## src/rtl/sb_tx_arb.sv

```systemverilog
// Sideband TX arbiter: round-robin message grant plus start-pattern priority,
// sequencing issue, busy handshake, timeout and inter-message gap toward the TX FSM.
module sb_tx_arb #(
   parameter int N_REQ   = 3,
   parameter int MSG_W   = 16,
   parameter int BUSY_TO = 15,
   parameter int GAP_CYC = 4
) (
   input  logic                   i_clk,
   input  logic                   i_rst,
   input  logic [N_REQ-1:0]       i_req,
   input  logic [N_REQ*MSG_W-1:0] i_req_msg,
   input  logic [N_REQ-1:0]       i_req_has_data,
   input  logic                   i_pattern_req,
   input  logic                   i_busy,
   input  logic                   i_start_pattern_done,
   output logic [N_REQ-1:0]       o_gnt,
   output logic [N_REQ-1:0]       o_done,
   output logic                   o_pattern_done,
   output logic                   o_msg_valid,
   output logic [MSG_W-1:0]       o_msg,
   output logic                   o_data_valid,
   output logic                   o_start_pattern_req,
   output logic                   o_err_timeout,
   output logic                   o_arb_busy
);

   localparam int CNT_MAX_VAL = (BUSY_TO > GAP_CYC) ? BUSY_TO : GAP_CYC;
   localparam int CNT_W       = (CNT_MAX_VAL < 1) ? 1 : $clog2(CNT_MAX_VAL + 1);
   localparam int PTR_W       = $clog2(N_REQ);
   localparam logic [CNT_W-1:0] CNT_SAT  = CNT_W'(CNT_MAX_VAL);
   localparam logic [CNT_W:0]   BUSY_LIM = (CNT_W + 1)'(BUSY_TO);
   localparam logic [CNT_W:0]   GAP_LIM  = (CNT_W + 1)'(GAP_CYC);

   typedef enum logic [2:0] {
      ST_IDLE,
      ST_PATTERN,
      ST_ISSUE_WAIT,
      ST_XFER,
      ST_GAP
   } state_t;

   state_t             state_reg;
   logic [CNT_W-1:0]   cnt_reg;
   logic [PTR_W-1:0]   last_grant_reg;
   logic [N_REQ-1:0]   gnt_reg;
   logic [N_REQ-1:0]   done_reg;
   logic [MSG_W-1:0]   msg_reg;
   logic               msg_valid_reg;
   logic               data_valid_reg;
   logic               start_pat_reg;
   logic               pat_done_reg;
   logic               err_reg;

   logic [MSG_W-1:0]   msg_arr [N_REQ];
   logic               win_found;
   logic [PTR_W-1:0]   win_idx;
   logic [CNT_W:0]     cnt_inc;

   for (genvar gi = 0; gi < N_REQ; gi++) begin : g_msg
      assign msg_arr[gi] = i_req_msg[gi*MSG_W +: MSG_W];
   end

   // Rotating priority: search upward starting just after the last winner.
   always_comb begin
      win_found = 1'b0;
      win_idx   = '0;
      for (int i = 1; i <= N_REQ; i++) begin
         if (!win_found && i_req[(int'(last_grant_reg) + i) % N_REQ]) begin
            win_found = 1'b1;
            win_idx   = PTR_W'((int'(last_grant_reg) + i) % N_REQ);
         end
      end
   end

   // One wider so the terminal compare cannot overflow at saturation.
   assign cnt_inc = {1'b0, cnt_reg} + (CNT_W + 1)'(1);

   always_ff @(posedge i_clk) begin
      if (i_rst) begin
         state_reg      <= ST_IDLE;
         cnt_reg        <= '0;
         last_grant_reg <= PTR_W'(N_REQ - 1);
         gnt_reg        <= '0;
         done_reg       <= '0;
         msg_reg        <= '0;
         msg_valid_reg  <= 1'b0;
         data_valid_reg <= 1'b0;
         start_pat_reg  <= 1'b0;
         pat_done_reg   <= 1'b0;
         err_reg        <= 1'b0;
      end else begin
         gnt_reg        <= '0;
         done_reg       <= '0;
         msg_valid_reg  <= 1'b0;
         data_valid_reg <= 1'b0;
         start_pat_reg  <= 1'b0;
         pat_done_reg   <= 1'b0;
         err_reg        <= 1'b0;
         case (state_reg)
            ST_IDLE: begin
               cnt_reg <= '0;
               if (i_pattern_req) begin
                  start_pat_reg <= 1'b1;
                  state_reg     <= ST_PATTERN;
               end else if (win_found) begin
                  gnt_reg        <= N_REQ'(1) << win_idx;
                  msg_valid_reg  <= 1'b1;
                  data_valid_reg <= i_req_has_data[win_idx];
                  msg_reg        <= msg_arr[win_idx];
                  last_grant_reg <= win_idx;
                  state_reg      <= ST_ISSUE_WAIT;
               end
            end
            ST_PATTERN: begin
               if (i_start_pattern_done) begin
                  pat_done_reg <= 1'b1;
                  cnt_reg      <= '0;
                  state_reg    <= ST_GAP;
               end
            end
            ST_ISSUE_WAIT: begin
               if (i_busy) begin
                  cnt_reg   <= '0;
                  state_reg <= ST_XFER;
               end else if (cnt_inc >= BUSY_LIM) begin
                  err_reg   <= 1'b1;
                  cnt_reg   <= '0;
                  state_reg <= ST_GAP;
               end else if (cnt_reg != CNT_SAT) begin
                  cnt_reg <= cnt_reg + CNT_W'(1);
               end
            end
            ST_XFER: begin
               if (!i_busy) begin
                  done_reg  <= N_REQ'(1) << last_grant_reg;
                  cnt_reg   <= '0;
                  state_reg <= ST_GAP;
               end
            end
            ST_GAP: begin
               if (cnt_inc >= GAP_LIM) begin
                  cnt_reg   <= '0;
                  state_reg <= ST_IDLE;
               end else if (cnt_reg != CNT_SAT) begin
                  cnt_reg <= cnt_reg + CNT_W'(1);
               end
            end
            default: begin
               cnt_reg   <= '0;
               state_reg <= ST_IDLE;
            end
         endcase
      end
   end

   assign o_gnt               = gnt_reg;
   assign o_done              = done_reg;
   assign o_msg               = msg_reg;
   assign o_msg_valid         = msg_valid_reg;
   assign o_data_valid        = data_valid_reg;
   assign o_start_pattern_req = start_pat_reg;
   assign o_pattern_done      = pat_done_reg;
   assign o_err_timeout       = err_reg;
   assign o_arb_busy          = (state_reg != ST_IDLE);

endmodule

```

## config.mk

```make
export PLATFORM = sky130hd
export DESIGN_NAME = sb_tx_arb
export DESIGN_NICKNAME = d
export VERILOG_FILES = /design/src/rtl/sb_tx_arb.sv
export SDC_FILE = /design/constraint.sdc
export NUM_CORES = 1
export LEC_CHECK = 0
export ABC_AREA = 1
export CAP_MARGIN = 20
export CORE_MARGIN = 1
export CORE_UTILIZATION = 40
export DETAILED_ROUTE_END_ITERATION = 8
export PLACE_DENSITY = 0.75
export SETUP_SLACK_MARGIN = 0.1
export SLEW_MARGIN = 20
export SYNTH_ARGS = -nofsm -noshare
export SYNTH_HDL_FRONTEND = slang
export SYNTH_SLANG_ARGS = --single-unit
```

## constraint.sdc

```tcl
create_clock -name i_clk -period 3 [get_ports i_clk]
set_input_delay 0.45 -clock i_clk [delete_from_list [all_inputs] [get_ports i_clk]]
set_output_delay 0.45 -clock i_clk [all_outputs]
set_load 0.05 [all_outputs]
```

==> summary.md, run 1 <==
| Metric | Value |
|---|---|
| Sequential-to-total area share from yosys stat | roughly 34% |
| Antenna Diode Count | 0 |
| DP Cell Count | about 470 |
| Overall routing resource usage | between 20% and 30% |
| Post-DP HPWL | 4540 um |
| Total Nets Final | around 470 |
| Number of distinct library cell variants in the gate-level netlist after synthesis | 27 |
| Max FFs per register | 16 |
| Sequential share of power | between 20% and 30% |
| Clk root buf | clkbuf_8 |
| Maximum vdd drop | between 0.5 and 0.6 mV |
| Max-cap viol count | 0 |
| Final Max Tran Viols | 0 |
| Type of the most critical hold path | reg -> reg |
| Number of DRC violations after detailed-routing iteration 0 | 99 |
| Clock latency on the worst-skew pair | 0.29 ns |
| Total number of yosys warnings | 0 |
| Most common cell on crit path | nand2_2 |
| Post-CTS setup repair buffer count | 0 |
| Combinational fraction of design power | approximately two thirds |
| Unrepaired setup endpoints after global routing | false |
| Placeable core region | a little over 5000 um^2 |
| Worst Clk Skew | just over 0.009 ns |
| Cell area after synthesis | 2110 um^2 |
| Rel. slew slack | between 60% and 70% |
| Met1 wire length | 2630 um |
| Source of the worst register-to-register timing path | last_grant_reg[0]$_SDFFE_PP0P_ |
| CP Cell Sequence | inv_1, ha_1, inv_2, nand2_2, nand3_1, nand2_2, nand3_2, nand2_2, inv_2, o21ai_0, a21oi_1 |
| Buffers & Inverters on Critical Path | 3 |
| Beginning of the worst hold path | last_grant_reg[1]$_SDFFE_PP1P_ |
| Startpoint of the most critical setup path | last_grant_reg[0]$_SDFFE_PP0P_ |
| Clock tree from TritonCTS | built |
| Net switching component of the power | roughly 1600 uW |
| Fill cells | ~480 |
| Area growth from synthesis to layout | 46.7% |
| Setup crit start kind | register |
| Top cell family by delay on the critical path | simple AND/OR/NAND/NOR gates |
| Resized cells post-CTS | 0 |
| Final hold slack | about 0.48 ns |
| ANT nets after route | 0 |
| TritonCTS Buffers | 5 |
| Routability congestion estimate | a little under 1 |
| Clock-pin transition on the worst setup and hold timing paths | about 0.080 ns |
| Leakage power | around 0.0014 uW |
| Switching Share | between 50% and 60% |
| Total number of H-tree levels | 2 |
| Critical path data arrival time | roughly 2.6 ns |
| Vias | roughly 2400 |
| Synthesized Nets | about 380 |
| Top Ports | 87 |
| Number of hold violations in the final report | 0 |
| Die Area | approximately 5600 um^2 |
| Flop and latch count out of synthesis | 36 |
| Wire length of the first global-routing pass | approximately 9600 um |
| Via count of the first global-routing pass | between 2000 and 2500 |
| Final cell count without fillers | 473 |
| Synth Area per Inst | ~6.7 um^2 |
| Areal power density over the cells | approximately 950 nW/um^2 |
| Total wirelength of the detailed-routed design | between 5000 and 6000 um |
| Final Cell Area | between 3000 and 4000 um^2 |
| Share of cells above drive strength 1 | just over 6% |
| Die boundary height | about 75 um |
| Initial Util | between 40% and 50% |
| Final Cycle Share | roughly four fifths |
| Reg2Reg Setup Slack | 0.62 ns |
| Number of buffers between clock root and the deepest sink | 2 |
| Worst setup path class | reg -> reg |
| Largest net degree at the start of global routing | 23 |
| Number of iterations in the first detailed-routing pass | 4 |
| Required time of the worst setup path | about 3.2 ns |
| Setup-violating endpoint count in the final report | 0 |
| Worst Setup Slack post-DPL | between 0.5 and 0.6 ns |
| Uppermost layer routed | met4 |
| CP peak stage delay | between 0.4 and 0.5 ns |
| Outcome | finished clean |
| Met2 wirelength from detailed routing | between 2000 and 3000 um |
| Upper clock frequency limit | roughly 420 MHz |
| Row count | 26 |
| Setup Total Neg Slack | 0 ns |
| Internal Pwr Total | between 1000 and 1500 uW |
| Critical-path cell with the highest stage delay | dfxtp_1 |
| Wire length per cell after detailed routing | approximately 12 um |
| Post-route DRC | 0 |
| Post-layout minimum cycle time | 2.38 ns |
| Standard cell area after detailed placement | 3010 um^2 |
| Number of buffers added to fix hold violations after cts | 0 |
| Number of antenna violations at the first check in global routing | 0 |
| Residual overflow from global routing | 0 |
| Horizontal die dimension | between 70 and 80 um |
| Met3 WL | about 410 um |
| Port Buffers | 86 |
| Clock Power Share | 11.6% |
| Mapped Cells | 317 |
| Slew @ Worst Pin | ~0.52 ns |
| Critical Path Sink Type | register |
| Routed vias/inst | roughly 5 |
| Crit Path Max Fanout | 22 |
| Sink count of the clock tree | 36 |
| Slack of the critical path | 0.623 ns |
logic make-up after synthesis:
kind of cell,share of synthesized area (%)
xor+xnor,0.829
simple gates,38.6
compound gates,11.1
fa+ha+maj,2.96
flops,34.1
buf+inv,12.4
per-layer routing:
metal	vias to the layer above	GRT usage, %
met4	0	5.24
met3	8	6.02
met1	1040	28.3
met5	-	0
met2	93	38.1
li1	1211	-
power by group through the flow:
| stage | Clock (uW) | Combinational, uW | Sequential, uW |
|---|---|---|---|
| 2_1_floorplan | 0 | 1100 | 1020 |
| 3_3_place_gp | 0 | 1870 | 700 |
| 3_5_place_dp | 0 | 1900 | 695 |
| 4_1_cts | 348 | 1910 | 688 |
| 5_1_grt | 372 | 2100 | 704 |
| 6_report | 342 | 1910 | 689 |
cell usage in the layout (no fill, tap or decap), drive strengths merged, types with 3 or more instances in the layout:
master / synthesis / layout
a21oi: 24 / 24
buf: 10 / 4
clkbuf: 2 / 5
clkdlybuf4s50: 0 / 86
clkinv: 0 / 3
dfxtp: 36 / 36
ha: 5 / 5
inv: 48 / 48
nand2: 66 / 66
nand3: 65 / 65
nand3b: 8 / 8
nand4: 8 / 8
nor2: 20 / 20
o21ai: 16 / 16
through the flow:
stage / util (%) / power [uW]
2_1_floorplan: - / 2120
3_3_place_gp: 59.0 / 2570
3_5_place_dp: 59.0 / 2600
4_1_cts: 60.7 / 2950
5_1_grt: 60.7 / 3180
6_report: 60.7 / 2940
worst paths after layout:
kind                                 to  cells after the start
hold / removal     o_done[2]$_SDFF_PP0_                      2
setup / recovery  o_msg[1]$_SDFFE_PP0P_                     11
setup reg to reg  o_msg[1]$_SDFFE_PP0P_                     11
hold reg to reg    o_done[2]$_SDFF_PP0_                      2
tightest hold or removal path: cells and delay by family, from the launching register on:
family	cells	cell delay, ns
simple gates	2	0.10
flops	1	0.34
Yosys cell counts (all sizes together):
library cell	count	area, um^2
nand3	65	340
nand3b	8	60.1
o21ai	16	80.1
nor3	2	10.0
nand2	66	273
dfxtp	36	721
inv	48	183
nand4	8	50.1
a211oi	2	15.0
o22ai	2	12.5
a31oi	1	6.26
buf	10	71.3
a21oi	24	120
clkbuf	2	8.75
ha	5	62.6
nor2	20	82.6
xnor2	2	17.5
layout make-up:
cell class                 instances  area [um^2]  share of cell area [%]
tap                               70         87.6                    2.83
inverter                          48          183                    5.89
sequential                        36          721                    23.3
clock buffer                       5         68.8                    2.22
timing repair buffer              90          891                    28.7
clock inverter                     3         18.8                   0.606
multi-input combinational        221         1130                    36.5
Power figures use the tool's default switching activity.
==> run 2, diff against run 1 <==
Settings changed: CORE_UTILIZATION 40 to 39, PLACE_DENSITY 0.75 to 0.77.
Clock period 3 ns to 2.1 ns, I/O delays scaled along.
==> run 2 against run 1 <==
Critical path depth rose by 2. Maximum frequency rose by 24%. Sequential share of layout area fell by 1.3 points. Via count rose by 5.2%. Clock-buffer cell count rose by 2. Clock power rose by 51%.
==> summary.md, run 2 (synthesis results as in run 1) <==
| Metric | Value |
|---|---|
| Outcome | finished clean |
| Met2 track demand over resource in global routing | a little under two fifths |
| Total number of H-tree levels | 2 |
| ANT nets after route | 0 |
| Number of DRC violations after detailed-routing iteration 0 | between 100 and 150 |
| Rel. slew slack | ~65% |
| Clock tree from TritonCTS | built |
| Setup Total Neg Slack | 0 ns |
| Upper clock frequency limit | between 500 and 600 MHz |
| Final cell count without fillers | 484 |
| Core Util, Final | a little under two thirds |
| Vias | 2474 |
| Type of the most critical hold path | reg -> reg |
| Setup-violating endpoint count in the final report | 0 |
| Crit Path Max Fanout | 8 |
| Row count | 26 |
| Final Max Tran Viols | 0 |
| Residual overflow from global routing | 0 |
| Worst setup path class | reg -> reg |
| Number of antenna violations at the first check in global routing | 0 |
| Largest net degree at the start of global routing | 16 |
| Post-route DRC | 0 |
| Most congested layer reported by global routing | met2 |
| Most common library cell in the layout ignoring fill and taps | clkdlybuf4s50_1 |
| Met3 demand-to-capacity share in global routing | a little under 6% |
| Overall routing resource usage | 22.2% |
| Areal power density over the cells | roughly 1400 nW/um^2 |
| Via count of the first global-routing pass | about 2200 |
| Area growth from synthesis to layout | 55.5% |
| Slew @ Worst Pin | ~0.53 ns |
| Total wirelength of the detailed-routed design | 6220 um |
| Clock latency on the worst-skew pair | ~0.28 ns |
| Worst Clk Skew | ~0.005 ns |
| Sink count of the clock tree | 36 |
| Antenna Diode Count | 0 |
| Post-layout minimum cycle time | 1.92 ns |
| Die boundary height | approximately 76 um |
| Horizontal die dimension | roughly 76 um |
| Number of buffers between clock root and the deepest sink | 2 |
| DP Cell Count | roughly 470 |
| Required time of the worst setup path | around 2.3 ns |
| Die Area | roughly 5700 um^2 |
| Routability congestion estimate | about 0.85 |
| Most frequent cells in the layout | clkdlybuf4s50_1 (85), nand3_1 (61), nand2_1 (59), inv_1 (43), dfxtp_1 (34) |
| Wire length of the first global-routing pass | ~9600 um |
| Top Ports | 87 |
| Critical Path Sink Type | register |
| Max FFs per register | 16 |
| Clock-pin transition on the worst setup and hold timing paths | approximately 0.070 ns |
| Share of cells above drive strength 1 | a little over a tenth |
| Post-DP HPWL | between 4000 and 5000 um |
| Port Buffers | 86 |
| Initial Util | about two fifths |
| Number of iterations in the first detailed-routing pass | 5 |
| Unrepaired setup endpoints after global routing | true |
| Maximum vdd drop | 0.833 mV |
| Clk root buf | clkbuf_8 |
| Setup crit start kind | register |
| Max-cap viol count | 0 |
| Routed vias/inst | just over 5 |
| Wire length per cell after detailed routing | roughly 13 um |
| Routing usage on met1 | between 20% and 30% |
| Leakage power | 0.00146 uW |
| TritonCTS Buffers | 5 |
| Placeable core region | slightly above 5000 um^2 |
| Total Nets Final | around 480 |
| Critical path data arrival time | 2.15 ns |
| Final Cycle Share | roughly nine tenths |
| Number of hold violations in the final report | 0 |
[run 2: power by group]
group | total (uW) | internal, uW | switching [uW]
clock network | 518 | 267 | 251
registers | 988 | 871 | 116
logic | 3230 | 1180 | 2060
total | 4740 | 2310 | 2420
[run 2: worst paths after layout]
kind,end,from,slack (ns),depth (start not counted)
worst min register to register,o_done[2]$_SDFF_PP0_,last_grant_reg[0]$_SDFFE_PP0P_,0.46,1
worst max register to register,o_msg[8]$_SDFFE_PP0P_,last_grant_reg[0]$_SDFFE_PP0P_,0.18,13
worst max-delay path,o_msg[8]$_SDFFE_PP0P_,last_grant_reg[0]$_SDFFE_PP0P_,0.18,13
worst min-delay path,o_done[2]$_SDFF_PP0_,last_grant_reg[0]$_SDFFE_PP0P_,0.46,1
[run 2: final cells by class]
cell class              count  area [um^2]
clock inverters             1         7.51
multi-input cells         222         1200
flip-flops and latches     36          723
well taps                  70         87.6
fillers                   442         1890
clock buffers               7         86.3
repair buffers            100          993
inverters                  48          185
[run 2: critical path, cell delays in order (launching register included)]
cell and delay [ns]:
dfxtp_2 0.36, inv_2 0.05, ha_4 0.30, inv_2 0.06, nand2_2 0.07, nand3_2 0.09
nand2_4 0.12, nand3_1 0.10, nand2_2 0.13, nand2_8 0.09, buf_12 0.15, nor2_4 0.16
nand3_1 0.09, nand3b_1 0.08
[run 2: stage by stage]
stage          power [uW]  area [um^2]  hold slack [ns]  worst slack [ns]
2_1_floorplan        3030         2110            0.433             0.254
3_3_place_gp         3850         3080            0.462            0.0686
3_5_place_dp         3890         3080            0.475            0.0488
4_1_cts              4470         3200            0.491            0.0979
5_1_grt              5040         3290            0.473            0.0801
6_report             4740         3290            0.457             0.177
[run 2: timing repair]
| action | CTS | global route |
|---|---|---|
| hold buffers | 0 | 0 |
| hold endpoints to repair | 0 | 0 |
| gates cloned | 1 | 0 |
| endpoints found under the setup margin | 21 | 22 |
| pin swaps | 2 | 8 |
| gates resized for setup | 6 | 15 |
| buffers inserted | 0 | 2 |
[run 2: per-layer routing]
metal  vias up  wire [um]
met1      1120       2720
met5         -          0
met3         5        507
met2       118       2940
li1       1231          -
met4         0         44
==> run 3, diff against run 2 <==
Settings changed: ABC_CLOCK_PERIOD_IN_PS from default to 2100.
==> results of run 3 <==
No change in the layout: final DEF, timing and power equal those of run 2.
